**config.mk**
```make
export PLATFORM = sky130hd
export DESIGN_NAME = rs_codeword_line_pack
export DESIGN_NICKNAME = d
export VERILOG_FILES = /design/src/rtl/rs_encode_pkg.sv /design/src/rtl/rs_codeword_tail_shift.sv /design/src/rtl/rs_codeword_line_pack.sv
export SDC_FILE = /design/constraint.sdc
export NUM_CORES = 1
export LEC_CHECK = 0
export CORE_AREA = 2 2 318 320
export CTS_CLUSTER_DIAMETER = 50
export CTS_CLUSTER_SIZE = 8
export DETAILED_ROUTE_END_ITERATION = 10
export DIE_AREA = 0 0 320 322
export GPL_ROUTABILITY_DRIVEN = 1
export HOLD_SLACK_MARGIN = 0.02
export SYNTH_ARGS = -nofsm -noshare
export SYNTH_HDL_FRONTEND = slang
export SYNTH_SLANG_ARGS = --single-unit
export TNS_END_PERCENT = 10
```
**constraint.sdc**
```tcl
create_clock -name clk -period 2.5 [get_ports clk]
set_input_delay 0.5 -clock clk [delete_from_list [all_inputs] [get_ports clk]]
set_output_delay 0.5 -clock clk [all_outputs]
set_load 0.02 [all_outputs]
```
**src/rtl/rs_encode_pkg.sv**
```systemverilog
// Shared RS(255,223) constants and helpers for codeword line framing.
package rs_encode_pkg;

    localparam int unsigned RS_WORD_W       = 8;
    localparam int unsigned RS_N            = 255;
    localparam int unsigned RS_K            = 223;
    localparam int unsigned RS_PARITY_BYTES = RS_N - RS_K;

    typedef enum logic {
        ST_PASS = 1'b0,
        ST_TAIL = 1'b1
    } pack_state_e;

    // Data lines needed to carry RS_K message bytes.
    function automatic int unsigned codeword_num_lines(input int unsigned data_bytes);
        return (RS_K + data_bytes - 1) / data_bytes;
    endfunction

    // Message bytes present on the last (partial or full) data line.
    function automatic int unsigned codeword_last_line_bytes(input int unsigned data_bytes);
        return ((RS_K % data_bytes) == 0) ? data_bytes : (RS_K % data_bytes);
    endfunction

    // Output lines needed for the last data line's bytes plus all parity.
    function automatic int unsigned codeword_tail_lines(input int unsigned data_bytes);
        int unsigned tail_bytes;
        tail_bytes = codeword_last_line_bytes(data_bytes) + RS_PARITY_BYTES;
        return (tail_bytes + data_bytes - 1) / data_bytes;
    endfunction

    // Valid bytes on the final output line of a codeword.
    function automatic int unsigned codeword_final_bytes(input int unsigned data_bytes);
        int unsigned tail_bytes;
        tail_bytes = codeword_last_line_bytes(data_bytes) + RS_PARITY_BYTES;
        return tail_bytes - (codeword_tail_lines(data_bytes) - 1) * data_bytes;
    endfunction

endpackage

```
**src/rtl/rs_codeword_tail_shift.sv**
```systemverilog
// Tail register: packs the last data line's message bytes with the parity
// bytes, then shifts them out one output line at a time.
module rs_codeword_tail_shift
    import rs_encode_pkg::*;
#(
    parameter int unsigned DATA_W          = 256,
    parameter int unsigned PARITY_W        = 256,
    parameter int unsigned LAST_LINE_BYTES = 31,
    parameter int unsigned FINAL_BYTES     = 31
) (
    input  logic              clk_i,
    input  logic              rst_ni,
    input  logic              load_i,
    input  logic              shift_i,
    input  logic [DATA_W-1:0]   line_i,
    input  logic [PARITY_W-1:0] parity_i,
    output logic [DATA_W-1:0]   top_line_o,
    output logic [DATA_W-1:0]   final_mask_o
);

    localparam int unsigned TAIL_W      = DATA_W + PARITY_W;
    localparam int unsigned KEEP_BITS   = LAST_LINE_BYTES * 8;
    localparam int unsigned PAR_SHIFT   = DATA_W - KEEP_BITS;
    localparam logic [DATA_W-1:0] ALL_ONES   = '1;
    localparam logic [DATA_W-1:0] KEEP_MASK  = ~(ALL_ONES >> KEEP_BITS);
    localparam logic [DATA_W-1:0] FINAL_MASK = ~(ALL_ONES >> (FINAL_BYTES * 8));

    logic [TAIL_W-1:0] tail_q;
    logic [TAIL_W-1:0] tail_d;
    logic [TAIL_W-1:0] load_val;

    // Message bytes left-aligned; parity butted directly against them, zero below.
    always_comb begin
        load_val = {line_i & KEEP_MASK, {PARITY_W{1'b0}}}
                 | (TAIL_W'(parity_i) << PAR_SHIFT);
    end

    // Next tail contents: load on absorb, shift one line per accepted beat.
    always_comb begin
        tail_d = tail_q;
        if (load_i) begin
            tail_d = load_val;
        end else if (shift_i) begin
            tail_d = tail_q << DATA_W;
        end
    end

    // Tail register.
    always_ff @(posedge clk_i or negedge rst_ni) begin
        if (!rst_ni) begin
            tail_q <= '0;
        end else begin
            tail_q <= tail_d;
        end
    end

    assign top_line_o   = tail_q[TAIL_W-1 -: DATA_W];
    assign final_mask_o = FINAL_MASK;

endmodule

```
**src/rtl/rs_codeword_line_pack.sv**
```systemverilog
// Packs one RS codeword (data lines + parity on the last line) into a dense
// byte stream of DATA_W lines, flagging the final line and its byte count.
module rs_codeword_line_pack
    import rs_encode_pkg::*;
#(
    parameter int unsigned DATA_W       = 256,
    parameter int unsigned DATA_BYTES   = DATA_W / 8,
    parameter int unsigned DATA_BYTES_W = $clog2(DATA_BYTES),
    parameter int unsigned NUM_LINES    = codeword_num_lines(DATA_BYTES),
    parameter int unsigned PARITY_W     = RS_PARITY_BYTES * RS_WORD_W
) (
    input  logic                    clk,
    input  logic                    rst_n,
    input  logic                    src_pack_line_val,
    input  logic [DATA_W-1:0]       src_pack_line,
    input  logic [PARITY_W-1:0]     src_pack_parity,
    output logic                    pack_src_line_rdy,
    output logic                    pack_dst_line_val,
    output logic [DATA_W-1:0]       pack_dst_line,
    output logic                    pack_dst_last,
    output logic [DATA_BYTES_W:0]   pack_dst_bytes,
    input  logic                    dst_pack_line_rdy,
    output logic [31:0]             pack_codeword_cnt
);

    localparam int unsigned LAST_LINE_BYTES = codeword_last_line_bytes(DATA_BYTES);
    localparam int unsigned TAIL_LINES      = codeword_tail_lines(DATA_BYTES);
    localparam int unsigned FINAL_BYTES     = codeword_final_bytes(DATA_BYTES);
    localparam int unsigned LINE_CNT_W      = $clog2(NUM_LINES + 1);
    localparam int unsigned TAIL_CNT_W      = $clog2(TAIL_LINES + 1);

    localparam logic [LINE_CNT_W-1:0]   LINE_LAST   = LINE_CNT_W'(NUM_LINES - 1);
    localparam logic [TAIL_CNT_W-1:0]   TAIL_LAST   = TAIL_CNT_W'(TAIL_LINES - 1);
    localparam logic [DATA_BYTES_W:0]   BYTES_FULL  = (DATA_BYTES_W + 1)'(DATA_BYTES);
    localparam logic [DATA_BYTES_W:0]   BYTES_FINAL = (DATA_BYTES_W + 1)'(FINAL_BYTES);

    pack_state_e           state_q, state_d;
    logic [LINE_CNT_W-1:0] line_cnt_q, line_cnt_d;
    logic [TAIL_CNT_W-1:0] tail_cnt_q, tail_cnt_d;
    logic [31:0]           cw_cnt_q, cw_cnt_d;

    logic                  absorb;
    logic                  final_beat;
    logic                  tail_load;
    logic                  tail_shift;
    logic [DATA_W-1:0]     tail_top;
    logic [DATA_W-1:0]     final_mask;

    assign absorb     = (state_q == ST_PASS) && (line_cnt_q == LINE_LAST);
    assign final_beat = (state_q == ST_TAIL) && (tail_cnt_q == TAIL_LAST);

    rs_codeword_tail_shift #(
        .DATA_W          (DATA_W),
        .PARITY_W        (PARITY_W),
        .LAST_LINE_BYTES (LAST_LINE_BYTES),
        .FINAL_BYTES     (FINAL_BYTES)
    ) u_tail_shift (
        .clk_i        (clk),
        .rst_ni       (rst_n),
        .load_i       (tail_load),
        .shift_i      (tail_shift),
        .line_i       (src_pack_line),
        .parity_i     (src_pack_parity),
        .top_line_o   (tail_top),
        .final_mask_o (final_mask)
    );

    // State register with line/tail/codeword counters.
    always_ff @(posedge clk or negedge rst_n) begin
        if (!rst_n) begin
            state_q    <= ST_PASS;
            line_cnt_q <= '0;
            tail_cnt_q <= '0;
            cw_cnt_q   <= '0;
        end else begin
            state_q    <= state_d;
            line_cnt_q <= line_cnt_d;
            tail_cnt_q <= tail_cnt_d;
            cw_cnt_q   <= cw_cnt_d;
        end
    end

    // Next-state: count pass-through lines, absorb the last one, drain the tail.
    always_comb begin
        state_d    = state_q;
        line_cnt_d = line_cnt_q;
        tail_cnt_d = tail_cnt_q;
        cw_cnt_d   = cw_cnt_q;
        tail_load  = 1'b0;
        tail_shift = 1'b0;
        case (state_q)
            ST_PASS: begin
                if (absorb) begin
                    if (src_pack_line_val) begin
                        tail_load  = 1'b1;
                        line_cnt_d = '0;
                        tail_cnt_d = '0;
                        state_d    = ST_TAIL;
                    end
                end else if (src_pack_line_val && dst_pack_line_rdy) begin
                    line_cnt_d = line_cnt_q + 1'b1;
                end
            end
            ST_TAIL: begin
                if (dst_pack_line_rdy) begin
                    tail_shift = 1'b1;
                    if (final_beat) begin
                        state_d    = ST_PASS;
                        tail_cnt_d = '0;
                        cw_cnt_d   = cw_cnt_q + 32'd1;
                    end else begin
                        tail_cnt_d = tail_cnt_q + 1'b1;
                    end
                end
            end
            default: state_d = ST_PASS;
        endcase
    end

    // Outputs: zero-latency pass-through, silent absorb cycle, or tail drain.
    always_comb begin
        pack_src_line_rdy = 1'b0;
        pack_dst_line_val = 1'b0;
        pack_dst_line     = '0;
        pack_dst_last     = 1'b0;
        pack_dst_bytes    = BYTES_FULL;
        case (state_q)
            ST_PASS: begin
                if (absorb) begin
                    pack_src_line_rdy = 1'b1;
                end else begin
                    pack_src_line_rdy = dst_pack_line_rdy;
                    pack_dst_line_val = src_pack_line_val;
                    pack_dst_line     = src_pack_line;
                end
            end
            ST_TAIL: begin
                pack_dst_line_val = 1'b1;
                if (final_beat) begin
                    pack_dst_line  = tail_top & final_mask;
                    pack_dst_last  = 1'b1;
                    pack_dst_bytes = BYTES_FINAL;
                end else begin
                    pack_dst_line  = tail_top;
                end
            end
            default: ;
        endcase
    end

    assign pack_codeword_cnt = cw_cnt_q;

endmodule
```
==> reports/results.md, run 1 <==
| Metric | Reported | Unit |
| --- | --- | --- |
| DR pass1 iterations | 5 | - |
| Effective utilization at floorplan | 0.259 | - |
| CTS tree | built | - |
| Number of cell rows | 116 | - |
| Fraction of post-synthesis cell area in the top cell type by area | 0.527 | - |
| Number of max-cap violations | 0 | - |
| Failing checks | setup timing | - |
| IO Port Bufs | 812 | - |
| Synthesis-to-finish area growth | 52.8 | % |
| Pre-CTS setup slack | -0.164 | ns |
| Result of the run | complete, but fails checks | - |
| Remaining global-route overflow | 0 | - |
| Cell chosen for the clock root | sky130_fd_sc_hd__clkbuf_16 | - |
| Cell type with the largest total area after synthesis | sky130_fd_sc_hd__dfrtp_1 | - |
| Fraction of final layout cells with drive strength greater than 1 | 0.156 | - |
| Detailed-route vias per instance | 4.77 | - |
| Ratio of total power to cell area | 1110 | nW/um^2 |
| Worst slew margin | 0.637 | - |
| Synth Area per Inst | 8.03 | sq um |
| Number of antenna violations at the first check in global routing | 22 | - |
| Maximum frequency from static timing analysis | 350 | MHz |
| Final setup fails | 263 | - |
| Unrepaired setup endpoints after global routing | true | - |
| Worst endpoint data arrival time | 2.35 | ns |
| Setup slack after layout | -0.355 | ns |
| Final Skew | 0.0181 | ns |
| Final period util | 1.14 | - |
| Multi-input gate area | 11,200 | sq um |
| Routed len/inst | 19.2 | um |
| Max Fanout on Critical Path | 31 | - |
| Worst-margin pin slew | 0.544 | ns |
| Combined global-route utilization of all metal layers | 0.192 | - |
| Number of pins with negative max-slew slack in the final report | 0 | - |
| Number of sinks driven by the clock tree | 542 | - |
| Final Critical Period | 2.85 | ns |
| DRC violation count after routing | 0 | - |
| Sequential fraction of the synthesis area | 0.527 | - |
| Number of standard cells after synthesis | 3,209 | - |
| P_leak | 0.0185 | uW |
| Initial DRC count | 1,878 | - |
| Distinct cell type count of the synthesized netlist | 40 | - |
| First element of the critical path | line_cnt_q[1] | - |
| Cell types occupying the most area after synthesis | sky130_fd_sc_hd__dfrtp_1 (53%), sky130_fd_sc_hd__nand2_1 (22%), sky130_fd_sc_hd__o21ai_0 (9.4%) | - |
| Worst r2r src | state_q | - |
| Kind of launch point of the worst setup path | register | - |
| HPWL after DPL | 74,500 | um |
| Number of hold violations in the final report | 0 | - |
| DR vias | 26,000 | - |
| Required time at the worst-slack endpoint | 2.00 | ns |
| Crit. End Element | primary output | - |
| Vias in the first global route | 25,600 | - |
| Number of clock buffers inserted by TritonCTS | 88 | - |
| First-pass GRT wire length | 154,000 | um |
| Maximum root-to-sink buffer count | 3 | - |
| Worst hold path class | in -> reg | - |
| Insertion delay to the later sink of the worst-skew pair | 0.65 | ns |
| Total Negative Setup Slacks | -41.05 | ns |
| Number of routed nets with antenna violations | 0 | - |
| Die Area | 103,000 | sq um |
| I/O pin count | 813 | - |
| Post-synthesis instance area | 25,800 | sq um |
| Fill cell count | 10,100 | - |
| Core ar. | 99,600 | sq um |
| Placer Congestion | 0.868 | - |
| X dimension of the die | 320 | um |
| Post-layout net count | 4,609 | - |
| Peak ir drop on the vdd network | 595 | uV |
| Wire length reported by the detailed router | 104,000 | um |
| Maximum number of pins on one net before global-route repair | 81 | - |
| Sequential cell area | 13,600 | sq um |
| H-tree lvl count | 3 | - |
| Post-Route Hold Slack | 0.385 | ns |
| Number of synthesized register bits | 542 | - |
| Clock transition at the registers of the reported paths | 0.05 | ns |
| CP Class | reg -> out | - |
| Post-Syn Nets | 3,728 | - |
| Die Height | 322 | um |
| Launch point of the worst hold path | src_pack_parity[114] | - |
| Yosys warns | 0 | - |
==> cell usage after synthesis <==
library cell,instances
sky130_fd_sc_hd__nor2b_1,2
sky130_fd_sc_hd__ha_1,3
sky130_fd_sc_hd__a21oi_1,1
sky130_fd_sc_hd__and4_1,4
sky130_fd_sc_hd__nor2_1,14
sky130_fd_sc_hd__a22oi_1,244
sky130_fd_sc_hd__and4b_1,2
sky130_fd_sc_hd__nor4_2,2
sky130_fd_sc_hd__a31oi_1,4
sky130_fd_sc_hd__nor4_1,6
sky130_fd_sc_hd__and4_2,4
sky130_fd_sc_hd__buf_2,84
sky130_fd_sc_hd__nand2_1,1523
sky130_fd_sc_hd__mux2_2,3
sky130_fd_sc_hd__buf_4,7
sky130_fd_sc_hd__buf_1,16
sky130_fd_sc_hd__nor3_1,9
sky130_fd_sc_hd__and3b_2,1
sky130_fd_sc_hd__o21ai_1,21
sky130_fd_sc_hd__dfrtp_1,542
sky130_fd_sc_hd__buf_6,1
sky130_fd_sc_hd__and3_1,1
sky130_fd_sc_hd__o21ai_0,485
sky130_fd_sc_hd__and2_1,4
sky130_fd_sc_hd__nand4_4,1
sky130_fd_sc_hd__nand4bb_1,2
sky130_fd_sc_hd__xor2_1,18
sky130_fd_sc_hd__nand4_2,1
sky130_fd_sc_hd__nand3b_1,1
sky130_fd_sc_hd__or3_1,2
sky130_fd_sc_hd__nor4_4,1
sky130_fd_sc_hd__nand2b_1,1
sky130_fd_sc_hd__nand4_1,11
sky130_fd_sc_hd__inv_1,7
sky130_fd_sc_hd__clkbuf_1,149
sky130_fd_sc_hd__a22o_1,8
sky130_fd_sc_hd__clkbuf_2,2
sky130_fd_sc_hd__nand3_1,7
sky130_fd_sc_hd__a21o_1,1
sky130_fd_sc_hd__xnor2_1,14
==> cell usage in the layout (no fill, tap or decap), types with 24 or more instances in the layout <==
cell type / n
sky130_fd_sc_hd__a22oi_1: 244
sky130_fd_sc_hd__buf_12: 67
sky130_fd_sc_hd__buf_2: 73
sky130_fd_sc_hd__buf_4: 263
sky130_fd_sc_hd__buf_6: 31
sky130_fd_sc_hd__clkbuf_16: 95
sky130_fd_sc_hd__clkdlybuf4s50_1: 547
sky130_fd_sc_hd__dfrtp_1: 541
sky130_fd_sc_hd__dlygate4sd2_1: 24
sky130_fd_sc_hd__nand2_1: 1518
sky130_fd_sc_hd__o21ai_0: 367
sky130_fd_sc_hd__o21ai_1: 111
sky130_fd_sc_hd__o21ai_2: 27
==> registers in the layout (all words and copies together), names as in the netlist <==
| name | flops |
|---|---|
| u_tail_shift.tail_q | 504 |
| line_cnt_q | 3 |
| state_q | 1 |
| tail_cnt_q | 2 |
| pack_codeword_cnt | 32 |
==> metal layers <==
| metal | up-vias | wire, um | track usage |
|---|---|---|---|
| met5 | - | 88 | 0 |
| met1 | 12500 | 43400 | 0.237 |
| li1 | 12400 | - | - |
| met2 | 879 | 50400 | 0.322 |
| met4 | 14 | 3670 | 0.0830 |
| met3 | 202 | 6880 | 0.0448 |
==> worst max-delay path, cell delays in order (launching register included) <==
cell	delay (ns)
sky130_fd_sc_hd__dfrtp_1	0.41
sky130_fd_sc_hd__ha_4	0.20
sky130_fd_sc_hd__nand2_8	0.08
sky130_fd_sc_hd__buf_12	0.19
sky130_fd_sc_hd__buf_16	0.20
sky130_fd_sc_hd__nand2_1	0.06
sky130_fd_sc_hd__o21ai_0	0.18
sky130_fd_sc_hd__dlygate4sd2_1	0.38
==> stage by stage <==
stage                     area, sq um   util  cells  power, uW
after global routing            39400  0.395   5439      46300
after CTS                       39000  0.392   5412      43000
after detailed placement        36800  0.370   5274      32800
after global placement          36800  0.370   5274      32500
after floorplan                 25800      -   3209      23100
final                           39400  0.395   5441      43600
==> area by class of cell <==
| cell class | instances | area share |
|---|---|---|
| Clock buffer | 107 | 0.0608 |
| Clock inverter | 21 | 0.00556 |
| Antenna cell | 15 | 0.000954 |
| Tap cell | 1298 | 0.0413 |
| Inverter | 7 | 0.000668 |
| Sequential cell | 542 | 0.345 |
| Timing Repair Buffer | 1050 | 0.260 |
| Multi-Input combinational cell | 2401 | 0.286 |
==> worst paths after layout <==
kind	end	slack (ns)	cells past startpoint
max	pack_dst_line[52]	-0.35	7
min	u_tail_shift.tail_q[122]	0.39	3
max reg2reg	u_tail_shift.tail_q[12]	0.34	7
min reg2reg	u_tail_shift.tail_q[291]	0.47	2
max in group asynchronous	u_tail_shift.tail_q[300]	1.15	3
min in group asynchronous	u_tail_shift.tail_q[38]	0.42	2
==> cells by family (layout without fill, tap and decap cells) <==
family | after synthesis | count (layout) | synth area share
and+or+nand+nor | 1599 | 1599 | 0.242
AOI/OAI and AO/OA | 764 | 764 | 0.174
DFF | 542 | 542 | 0.527
buffers and inverters | 266 | 1185 | 0.0442
xor gates and xnor gates | 32 | 32 | 0.0109
adders and majority gates | 3 | 3 | 0.00146
muxes | 3 | 3 | 0.00131
other | 0 | 15 | 0
==> power by group <==
part / switching (uW) / internal, uW / leakage [uW]
clock: 4270 / 6890 / 0.00128
sequential: 2050 / 12300 / 0.00731
combinational: 10700 / 7420 / 0.00995
total: 17000 / 26600 / 0.0185
==> timing repair <==
| item | CTS | global route |
|---|---|---|
| gates resized for setup | 764 | 649 |
| pin swaps | 0 | 9 |
| buffers inserted | 8 | 11 |
| cloned | 1 | 6 |
| setup endpoints to repair | 265 | 265 |
| hold buffers | 1 | 0 |
| endpoints found under the hold margin | 30 | 0 |
No activity file was read; power rests on OpenSTA's default activity.
==> run 2, diff against run 1 <==
==> constraint.sdc (replaced) <==
create_clock -name clk -period 3.3 [get_ports clk]
set_input_delay 0.66 -clock clk [delete_from_list [all_inputs] [get_ports clk]]
set_output_delay 0.66 -clock clk [all_outputs]
set_load 0.02 [all_outputs]
==> run 2 against run 1 <==
Compared with the run above: the flow now finishes without violations; clock power fell by 27%; sequential power fell by 24%; clock skew fell by 0.0014 ns; first-iteration DRC count rose by 2.0%; routed wire length fell by 2.2%; cell count fell by 2.2%; die area did not move; critical endpoint is now pack_dst_line[118]; sequential cell count did not move.
==> reports/results.md, run 2 (synthesis results as in run 1) <==
| Metric | Reported | Unit | Delta |
| --- | --- | --- | --- |
| Number of cell rows | 116 | - | unchanged |
| Crit. End Element | primary output | - |  |
| Wire length reported by the detailed router | 102,000 | um | -2.2% |
| Peak ir drop on the vdd network | 398 | uV | -33% |
| Library cell appearing most often on the critical path | sky130_fd_sc_hd__buf_16 | - |  |
| IO Port Bufs | 812 | - | unchanged |
| Number of max-cap violations | 0 | - | unchanged |
| Number of pins with negative max-slew slack in the final report | 0 | - | unchanged |
| Pre-CTS setup slack | 0.0685 | ns | +0.232 ns |
| Number of buffers added to fix hold violations after cts | 0 | - | -1 |
| Slowest cell delay on critical path | 0.39 | ns | -0.02 ns |
| Result of the run | finished clean | - |  |
| Effective utilization at floorplan | 0.259 | - | unchanged |
| Final setup fails | 0 | - | -100% |
| Maximum root-to-sink buffer count | 3 | - | unchanged |
| Clock transition at the registers of the reported paths | 0.05 | ns | about the same |
| Remaining global-route overflow | 0 | - | unchanged |
| Final Critical Period | 3.17 | ns |  |
| Share of power burned in the clock network | 0.258 | - | +0.002 |
| Required time at the worst-slack endpoint | 2.64 | ns | +0.64 ns |
| Post-Route Hold Slack | 0.0356 | ns | -0.350 ns |
| Cell internal power dissipation | 19,200 | uW | -28% |
| Insertion delay to the later sink of the worst-skew pair | 0.63 | ns | -0.02 ns |
| Worst-margin pin slew | 0.818 | ns | +0.274 ns |
| Number of sinks driven by the clock tree | 542 | - | unchanged |
| Fraction of final layout cells with drive strength greater than 1 | 0.0777 | - | -0.0778 |
| Maximum frequency from static timing analysis | 315 | MHz |  |
| Biggest register | u_tail_shift.tail_q | - |  |
| Final Skew | 0.0167 | ns | -0.00142 ns |
| Max Fanout on Critical Path | 20 | - | -35% |
| Number of hold violations in the final report | 0 | - | unchanged |
| Setup slack after layout | 0.125 | ns | +0.480 ns |
| Overall power after layout | 31,500 | uW | -28% |
| Synthesis-to-finish area growth | 48.6 | % |  |
| Die Height | 322 | um | unchanged |
| DR pass1 iterations | 6 | - | +1 |
| Crit path max-delay family | buffers and inverters | - |  |
| Placer Congestion | 0.880 | - | +1.5% |
| Slowest stage cell on the critical path | sky130_fd_sc_hd__dfrtp_1 | - |  |
| Number of routed nets with antenna violations | 0 | - | unchanged |
| Proportion of power drawn by flip-flops and latches | 0.344 | - | +0.016 |
| First-pass GRT wire length | 154,000 | um | about the same |
| Worst hold path class | in -> async | - |  |
| Maximum number of pins on one net before global-route repair | 94 | - | +16% |
| P_leak | 0.0181 | uW | -2.3% |
| Switching Share | 0.392 | - | +0.00133 |
| Routed len/inst | 19.2 | um | about the same |
| Final period util | 0.962 | - |  |
| Commonest cells after routing, fill and taps aside | sky130_fd_sc_hd__nand2_1 (1,521), sky130_fd_sc_hd__clkdlybuf4s50_1 (548), sky130_fd_sc_hd__dfrtp_1 (541) | - |  |
| Sum of buffers and inverters on the critical path | 5 | - | +2 |
| Initial DRC count | 1,916 | - | +2.0% |
| Ratio of total power to cell area | 823 | nW/um^2 | -26% |
| Switching component of the power | 12,300 | uW | -28% |
| Combined global-route utilization of all metal layers | 0.192 | - | about the same |
| Worst slew margin | 0.454 | - | -0.183 |
| Unrepaired setup endpoints after global routing | true | - |  |
| Core ar. | 99,600 | sq um | unchanged |
| Comb power frac | 0.398 | - | -0.018 |
| Kind of launch point of the worst setup path | register | - |  |
| X dimension of the die | 320 | um | unchanged |
| Vias in the first global route | 25,100 | - | -2.0% |
| Cell chosen for the clock root | sky130_fd_sc_hd__clkbuf_16 | - |  |
| Die Area | 103,000 | sq um | unchanged |
| H-tree lvl count | 3 | - | unchanged |
| Most common cell after layout, fill and taps aside | sky130_fd_sc_hd__nand2_1 | - |  |
| Post-layout net count | 4,502 | - | -2.3% |
| Number of clock buffers inserted by TritonCTS | 85 | - | -3.4% |
| DR vias | 25,400 | - | -2.4% |
| CTS tree | built | - |  |
| DRC violation count after routing | 0 | - | unchanged |
| Number of antenna violations at the first check in global routing | 13 | - | -41% |
| HPWL after DPL | 72,000 | um | -3.3% |
| I/O pin count | 813 | - | unchanged |
| CP Class | reg -> out | - |  |
| Detailed-route vias per instance | 4.76 | - | -0.23% |
| Worst endpoint data arrival time | 2.51 | ns | +0.16 ns |
| Cells along the critical path | inv_1 -> ha_4 -> nand2_8 -> buf_16 -> buf_8 -> buf_16 -> nand2_1 -> o21ai_0 -> dlygate4sd2_1 | - |  |
| Flip-flop count of the largest register, all copies and words added | 504 | - | unchanged |
[run 2: stage by stage]
step	utilization	std cells	cell area, sq um	setup TNS [ns]
3_3_place_gp	0.360	5179	35900	0
2_1_floorplan	-	3209	25800	0
3_5_place_dp	0.360	5179	35900	0
5_1_grt	0.384	5321	38300	-0.168
6_report	0.384	5323	38300	0
4_1_cts	0.385	5310	38400	-0.609
[run 2: routing by layer]
metal	share of wire	track usage	up-vias
li1	-	-	12100
met1	0.43	0.247	12200
met2	0.48	0.319	807
met3	0.061	0.0426	168
met4	0.029	0.0656	4
met5	0.00030	0	-
[run 2: repair_timing]
action / 4_1_cts / 5_1_grt
pin swaps: 1 / 0
gates resized for setup: 347 / 110
buffers inserted: 8 / 3
cloned: 4 / 0
endpoints found under the setup margin: 260 / 118
[run 2: layout make-up]
cell class              count  area (sq um)
repair buffers            946          9430
well taps                1298          1620
fillers                 10100         61300
clock buffers             107          2330
inverters                   7          26.3
flip-flops and latches    542         13600
clock inverters            12           141
multi-input cells        2401         11100
diodes                     10          25.0
[run 2: power groups by stage]
stage / registers, uW / logic [uW] / clock network, uW
floorplan: 10400 / 7130 / 0
global placement: 10800 / 13200 / 0
detailed placement: 10900 / 13300 / 0
CTS: 10800 / 12700 / 8350
global route: 11200 / 13800 / 8620
finish: 10800 / 12500 / 8130
[run 2: final timing paths]
path	start	endpoint	slack (ns)	cells past startpoint
worst max-delay path	line_cnt_q[0]	pack_dst_line[118]	0.13	9
worst max register to register	state_q	pack_codeword_cnt[8]	0.88	6
max in group asynchronous	rst_n	u_tail_shift.tail_q[48]	2.30	2
worst min register to register	u_tail_shift.tail_q[282]	u_tail_shift.tail_q[282]	0.47	2
worst min-delay path	rst_n	u_tail_shift.tail_q[238]	0.04	1
min in group clk	u_tail_shift.tail_q[282]	u_tail_shift.tail_q[282]	0.47	2
